===== config.mk =====
export PLATFORM = sky130hd
export DESIGN_NAME = issue_dispatch
export DESIGN_NICKNAME = d
export VERILOG_FILES = /design/src/rtl/issue_dispatch_pkg.sv /design/src/rtl/issue_scoreboard.sv /design/src/rtl/issue_dispatch.sv
export SDC_FILE = /design/constraint.sdc
export NUM_CORES = 1
export LEC_CHECK = 0
export ABC_AREA = 0
export BUFFER_PORTS_ARGS = -buffer_cell sky130_fd_sc_hd__buf_2
export CAP_MARGIN = 20
export CORE_MARGIN = 8
export CORE_UTILIZATION = 48
export DETAILED_ROUTE_END_ITERATION = 7
export PLACE_DENSITY = 0.82
export SYNTH_ARGS = -nofsm -noshare
export SYNTH_HDL_FRONTEND = slang
export SYNTH_HIERARCHICAL = 1
export SYNTH_SLANG_ARGS = --single-unit

===== constraint.sdc =====
create_clock -name clk -period 3.4 [get_ports clk]
set_clock_uncertainty 0.2 [all_clocks]
set_input_delay 1.02 -clock clk [delete_from_list [all_inputs] [get_ports clk]]
set_output_delay 1.02 -clock clk [all_outputs]
set_load 0.02 [all_outputs]

===== src/rtl/issue_dispatch_pkg.sv =====
// Shared definitions for the issue/dispatch controller: pipe one-hot bit
// positions, register index width and the dispatch FSM encodings.
package issue_dispatch_pkg;

  localparam int unsigned REG_W     = 5;
  localparam int unsigned NUM_PIPES = 4;

  // Bit positions inside the one-hot pipe vector {bru, mem, mul, alu}
  localparam int unsigned PIPE_ALU = 0;
  localparam int unsigned PIPE_MUL = 1;
  localparam int unsigned PIPE_MEM = 2;
  localparam int unsigned PIPE_BRU = 3;

  typedef enum logic [1:0] {
    DISP_NORMAL = 2'd0,
    DISP_SLOT   = 2'd1,
    DISP_WAIT   = 2'd2
  } disp_state_e;

endpackage


===== src/rtl/issue_scoreboard.sv =====
// 32-entry register busy scoreboard: one set port driven by issue, WB_PORTS
// clear ports driven by writeback, three combinational hazard read ports.
// Register 0 is never set, so it always reads as not busy.
module issue_scoreboard
  import issue_dispatch_pkg::*;
#(
  parameter int unsigned WB_PORTS = 4
) (
  input  logic                      clk,
  input  logic                      resetn,
  input  logic                      i_set_en,
  input  logic [REG_W-1:0]          i_set_idx,
  input  logic [WB_PORTS-1:0]       i_clr_en,
  input  logic [REG_W*WB_PORTS-1:0] i_clr_idx,
  input  logic [REG_W-1:0]          i_rd0_idx,
  input  logic [REG_W-1:0]          i_rd1_idx,
  input  logic [REG_W-1:0]          i_rd2_idx,
  output logic                      o_rd0_busy,
  output logic                      o_rd1_busy,
  output logic                      o_rd2_busy
);

  logic [31:0] r_busy;

  // Busy bits: writeback clears first, then an issue set overrides (set wins)
  always_ff @(posedge clk or negedge resetn) begin
    if (!resetn) begin
      r_busy <= '0;
    end else begin
      for (int unsigned i = 0; i < WB_PORTS; i++) begin
        if (i_clr_en[i]) begin
          r_busy[i_clr_idx[REG_W*i +: REG_W]] <= 1'b0;
        end
      end
      if (i_set_en && (i_set_idx != '0)) begin
        r_busy[i_set_idx] <= 1'b1;
      end
    end
  end

  assign o_rd0_busy = r_busy[i_rd0_idx];
  assign o_rd1_busy = r_busy[i_rd1_idx];
  assign o_rd2_busy = r_busy[i_rd2_idx];

endmodule


===== src/rtl/issue_dispatch.sv =====
// Single-issue in-order dispatch: one-entry hold register, scoreboard hazard
// check, per-pipe ready handshake and branch-delay-slot sequencing.
module issue_dispatch
  import issue_dispatch_pkg::*;
#(
  parameter int unsigned UOP_W    = 48,
  parameter int unsigned WB_PORTS = 4
) (
  input  logic                  clk,
  input  logic                  resetn,
  input  logic                  in_valid,
  output logic                  in_ready,
  input  logic [4:0]            in_src0,
  input  logic [4:0]            in_src1,
  input  logic [4:0]            in_dst,
  input  logic [3:0]            in_pipe,
  input  logic                  in_branch,
  input  logic [UOP_W-1:0]      in_uop,
  output logic [3:0]            iss_valid,
  input  logic [3:0]            iss_ready,
  output logic [4:0]            iss_src0,
  output logic [4:0]            iss_src1,
  output logic [4:0]            iss_dst,
  output logic [UOP_W-1:0]      iss_uop,
  input  logic [WB_PORTS-1:0]   wb_valid,
  input  logic [5*WB_PORTS-1:0] wb_dst,
  input  logic                  bru_done,
  input  logic                  bru_redirect,
  output logic [31:0]           stall_cnt
);

  logic                 r_held_valid;
  logic [REG_W-1:0]     r_held_src0;
  logic [REG_W-1:0]     r_held_src1;
  logic [REG_W-1:0]     r_held_dst;
  logic [NUM_PIPES-1:0] r_held_pipe;
  logic                 r_held_branch;
  logic [UOP_W-1:0]     r_held_uop;

  disp_state_e          r_state;
  disp_state_e          w_state_nxt;
  logic                 r_resolved;
  logic                 r_redir;
  logic                 w_resolved_nxt;
  logic                 w_redir_nxt;
  logic                 w_drop;

  logic [31:0]          r_stall_cnt;

  logic                 w_haz_src0;
  logic                 w_haz_src1;
  logic                 w_haz_dst;
  logic                 w_hazard;
  logic                 w_fire;
  logic                 w_load;

  // An early redirect seen during the slot needs no local action: the slot's
  // successor is squashed upstream. The flag is kept for observability only.
  logic                 w_unused_redir;
  assign w_unused_redir = r_redir;

  issue_scoreboard #(
    .WB_PORTS (WB_PORTS)
  ) u_scoreboard (
    .clk        (clk),
    .resetn     (resetn),
    .i_set_en   (w_fire),
    .i_set_idx  (r_held_dst),
    .i_clr_en   (wb_valid),
    .i_clr_idx  (wb_dst),
    .i_rd0_idx  (r_held_src0),
    .i_rd1_idx  (r_held_src1),
    .i_rd2_idx  (r_held_dst),
    .o_rd0_busy (w_haz_src0),
    .o_rd1_busy (w_haz_src1),
    .o_rd2_busy (w_haz_dst)
  );

  assign w_hazard = w_haz_src0 | w_haz_src1 | w_haz_dst;
  assign w_fire   = r_held_valid & ~w_hazard & (|(r_held_pipe & iss_ready))
                  & (r_state != DISP_WAIT);
  assign in_ready = ~r_held_valid | w_fire;
  assign w_load   = in_valid & in_ready;

  assign iss_valid = w_fire ? r_held_pipe : '0;
  assign iss_src0  = r_held_src0;
  assign iss_src1  = r_held_src1;
  assign iss_dst   = r_held_dst;
  assign iss_uop   = r_held_uop;
  assign stall_cnt = r_stall_cnt;

  // Hold register; a new load takes priority so a uop arriving alongside a
  // redirect survives while the wrong-path uop already held is dropped.
  always_ff @(posedge clk or negedge resetn) begin
    if (!resetn) begin
      r_held_valid  <= 1'b0;
      r_held_src0   <= '0;
      r_held_src1   <= '0;
      r_held_dst    <= '0;
      r_held_pipe   <= '0;
      r_held_branch <= 1'b0;
      r_held_uop    <= '0;
    end else begin
      if (w_load) begin
        r_held_valid  <= 1'b1;
        r_held_src0   <= in_src0;
        r_held_src1   <= in_src1;
        r_held_dst    <= in_dst;
        r_held_pipe   <= in_pipe;
        r_held_branch <= in_branch;
        r_held_uop    <= in_uop;
      end else if (w_fire || w_drop) begin
        r_held_valid  <= 1'b0;
      end
    end
  end

  // Dispatch FSM state and early-resolve latches
  always_ff @(posedge clk or negedge resetn) begin
    if (!resetn) begin
      r_state    <= DISP_NORMAL;
      r_resolved <= 1'b0;
      r_redir    <= 1'b0;
    end else begin
      r_state    <= w_state_nxt;
      r_resolved <= w_resolved_nxt;
      r_redir    <= w_redir_nxt;
    end
  end

  // Next-state: branch opens the slot, slot fire closes it, WAIT ends on resolve
  always_comb begin
    w_state_nxt    = r_state;
    w_resolved_nxt = r_resolved;
    w_redir_nxt    = r_redir;
    w_drop         = 1'b0;
    unique case (r_state)
      DISP_NORMAL: begin
        if (w_fire && r_held_branch) begin
          w_state_nxt = DISP_SLOT;
        end
      end
      DISP_SLOT: begin
        if (w_fire) begin
          w_state_nxt    = (r_resolved || bru_done) ? DISP_NORMAL : DISP_WAIT;
          w_resolved_nxt = 1'b0;
          w_redir_nxt    = 1'b0;
        end else if (bru_done) begin
          w_resolved_nxt = 1'b1;
          w_redir_nxt    = bru_redirect;
        end
      end
      DISP_WAIT: begin
        if (bru_done) begin
          w_state_nxt = DISP_NORMAL;
          w_drop      = bru_redirect;
        end
      end
      default: begin
        w_state_nxt = DISP_NORMAL;
      end
    endcase
  end

  // Stall counter: held uop present but not issued this cycle
  always_ff @(posedge clk or negedge resetn) begin
    if (!resetn) begin
      r_stall_cnt <= '0;
    end else if (r_held_valid && !w_fire) begin
      r_stall_cnt <= r_stall_cnt + 32'd1;
    end
  end

endmodule


==> results.md <==
- Syn Nets: a little under 800
- Setup violators final: 93
- Share of cells above drive strength 1: 44.4%
- Drt initial violations: 898
- Post-route clock period utilization: 125%
- CTS root buf: clkbuf_16
- Actual slew at the worst max-slew pin: 1.24 ns
- Dpl hpwl: 17.9 mm
- Initial antenna violation count: 1
- Die Span Y: 140 µm
- TNS Setup: -15.97 ns
- Syn Area/Cell: around 11 µm²
- Largest fanout on the critical path: 5
- Design area: ~10000 µm²
- CP endpoint kind: output port
- CTS Buffer Depth: 2
- CTS Sinks: about 140
- Hold-fix buffers, CTS: 0
- Gr usage total: 26.7%
- Minimum clock period: 4.26 ns
- Worst ir drop on vdd: 0.000767 V
- Post-Synthesis Cells: between 600 and 700
- Pin count of the biggest net entering global routing: 69
- WP data arrival: 3.04 ns
- Post-synth top area cell: dfrtp_1
- Yosys top cell area share: 45.8%
- Initial Util: approximately half
- FILL cells: 1067
- Area contributors post-synth: dfrtp_1, mux2_2, mux2i_1
- Ports: 201
- Synthesized area: 7440 µm²
- Failing checks: setup timing
- Synth async-reset ratio: 100%
- Top-count cell post-synth: dfrtp_1
- Worst Path Buf+Inv: 3
- F_max: 235 MHz
- Data required, critical path: 2.18 ns
- Placement Rows: 45
- CP Class: flop to output port
- Cell Chain, Critical Path: clkbuf_16 -> mux2i_1 -> a22oi_1 -> nand4b_1 -> a21oi_1 -> a311o_1 -> or4b_4 -> a211o_4 -> inv_4 -> and2_4 -> buf_6
- HP Class: flop to flop
- Critical Path Slowest Stage Cell: or4b_4
- Tot Pwr: approximately 11000 µW
- Total number of vias: 7368
- Routed len/inst: 24.4 µm
- CTS tree: built
- GPL Wtd Cong: ~0.95
- Slew Viols, Final: 0
- CP Launch Type: flop
- Outcome: complete, but fails checks
- Vias per cell: between 6 and 7
- Routed Antenna Nets: 0
- Max-Slew Margin vs Limit: 17.3%
- CTS Buf Count: 17
- Vias in the first global route: 7382
- Ys Warns: 6
- Post-Route WL: 28.6 mm
- Chip width: 140 µm
- Synthesis-stage register bit count: approximately 140
- Final Hold Fails: 0
- P per Cell Area: 1010 nW/µm²
- Final WS setup: -0.856 ns
- Dominant synthesized flop cell: dfrtp_1
- Slowest stage delay, CP: 0.55 ns
- Total grt overflow: 0
- Dpl cell area: 8950 µm²
- Commonest cells in the netlist: dfrtp_1, mux2_2, nand2_1
- Number of synthesized flops with an enable pin: 0
- DRC: 0
- Library cells used by synthesis: 56
- CTS H-tree lvls: 4
- Seq/Total Area, Yosys: between 40% and 50%
- CP top delay family: simple AND/OR/NAND/NOR gates
- Nets@finish: ~1100
- Pre-Repair DR Iteration Count: 8
- Core Area: between 15000 and 20000 µm²
- RSZ-0062 raised after global routing: yes
- Clock-pin slew on the worst setup and hold paths: about 0.06 ns
- First-pass GRT wire length: 40.9 mm
- Die footprint: about 20000 µm²
- Leak pwr: 0.00509 µW
- Port bufs: 200
- Clock Latency Late Sink: 0.42 ns
- Layout area overhead: 41.2%
- # Max-Cap Violations: 0
[cell type report]
class | instances | area [µm²] | area share, %
Antenna cell | 2 | 5.00 | 0.0477
Clock buffer | 20 | 447 | 4.26
Tap cell | 188 | 235 | 2.24
Multi-Input combinational cell | 519 | 4190 | 39.9
Clock inverter | 12 | 92.6 | 0.882
Sequential cell | 136 | 3410 | 32.5
Timing Repair Buffer | 284 | 2080 | 19.8
Inverter | 10 | 40.0 | 0.381
[layer usage]
layer	vias to the layer above	wire [µm]	share of wire [%]	track usage (%)
li1	3134	-	-	-
met1	3550	10300	36	30.7
met2	570	13700	48	43.5
met3	114	3180	11	9.99
met4	0	1420	5.0	12.2
met5	-	0	0	0
[timing repair]
| item | in CTS | in global routing |
|---|---|---|
| endpoints found under the setup margin | 69 | 113 |
| gates cloned | 11 | 4 |
| gates resized for setup | 39 | 70 |
| pin swaps | 7 | 41 |
| buffers inserted | 17 | 11 |
[cells by family after synthesis]
family                     count (synthesis)  synth area share, %
DFF                                      136                 45.8
adders and majority gates                  1                0.168
muxes                                    117                 17.4
xor gates and xnor gates                  31                 3.65
AOI/OAI and AO/OA                        127                 12.3
and+or+nand+nor                          242                 17.9
buffers and inverters                     34                 2.83
[layout by cell type (no fill, tap or decap), types with 4 or more instances in the layout]
cell type	instances
a211oi_1	6
a21oi_1	16
a22oi_1	48
a32o_1	10
and2_1	4
and2_4	4
and3_1	16
and3b_1	6
buf_12	14
buf_16	6
buf_2	194
buf_4	46
buf_6	19
clkbuf_16	20
clkinvlp_4	4
dfrtp_1	133
inv_1	9
inv_6	4
mux2_2	54
mux2_4	15
mux2i_1	46
nand2_1	53
nand3_1	35
nand3b_1	8
nand4b_1	4
nor2_1	29
nor2b_1	9
nor3_1	9
nor3_4	11
nor3b_1	11
nor4_4	5
o21ai_0	21
o22ai_1	5
xnor2_1	8
xor2_1	22
[stage by stage]
step / hold slack (ns) / util, % / setup slack (ns) / cells
CTS: 0.248 / 66.8 / -0.852 / 1160
finish: 0.281 / 69.3 / -0.856 / 1171
global placement: 0.230 / 59.1 / -0.438 / 1100
floorplan: 0.214 / - / -0.268 / 688
detailed placement: 0.249 / 59.1 / -0.489 / 1100
global route: 0.302 / 69.3 / -0.937 / 1170
[worst reg2reg max path, cell delays in order (launching register included)]
cell,delay (ns)
dfrtp_2,0.44
clkbuf_16,0.18
mux2i_1,0.21
a22oi_1,0.09
nand4b_1,0.11
a21oi_1,0.05
a311o_1,0.32
or4b_4,0.55
a211o_4,0.31
buf_12,0.14
nand2_8,0.05
buf_6,0.13
nand2_8,0.09
buf_4,0.16
buf_8,0.13
mux2_4,0.30
[flip-flops by register name (all words and copies together) (netlist names), 2 cells and up]
| register | flops |
|---|---|
| stall_cnt | 32 |
| iss_src1 | 5 |
| iss_uop | 48 |
| u_scoreboard/r_busy | 32 |
| r_held_pipe | 4 |
| iss_dst | 5 |
| iss_src0 | 5 |
| r_state | 2 |
[report_power, final]
part           switching [µW]  leakage, µW  internal (µW)  total (µW)
logic                    2930      0.00315           3020        5940
clock network             753     0.000254            959        1710
registers                 699      0.00169           2260        2960
total                    4380      0.00509           6240       10600
[worst paths after layout]
kind / startpoint / to / slack, ns / cells after the start
max: iss_dst[1] / iss_valid[3] / -0.86 / 11
min: stall_cnt[31] / stall_cnt[31] / 0.28 / 1
max reg2reg: iss_dst[1] / iss_uop[40] / -0.19 / 15
min reg2reg: stall_cnt[31] / stall_cnt[31] / 0.28 / 1
max in group asynchronous: resetn / iss_src1[1] / 1.94 / 2
min in group asynchronous: resetn / iss_dst[0] / 0.34 / 1
(Power assumes the default switching activity.)
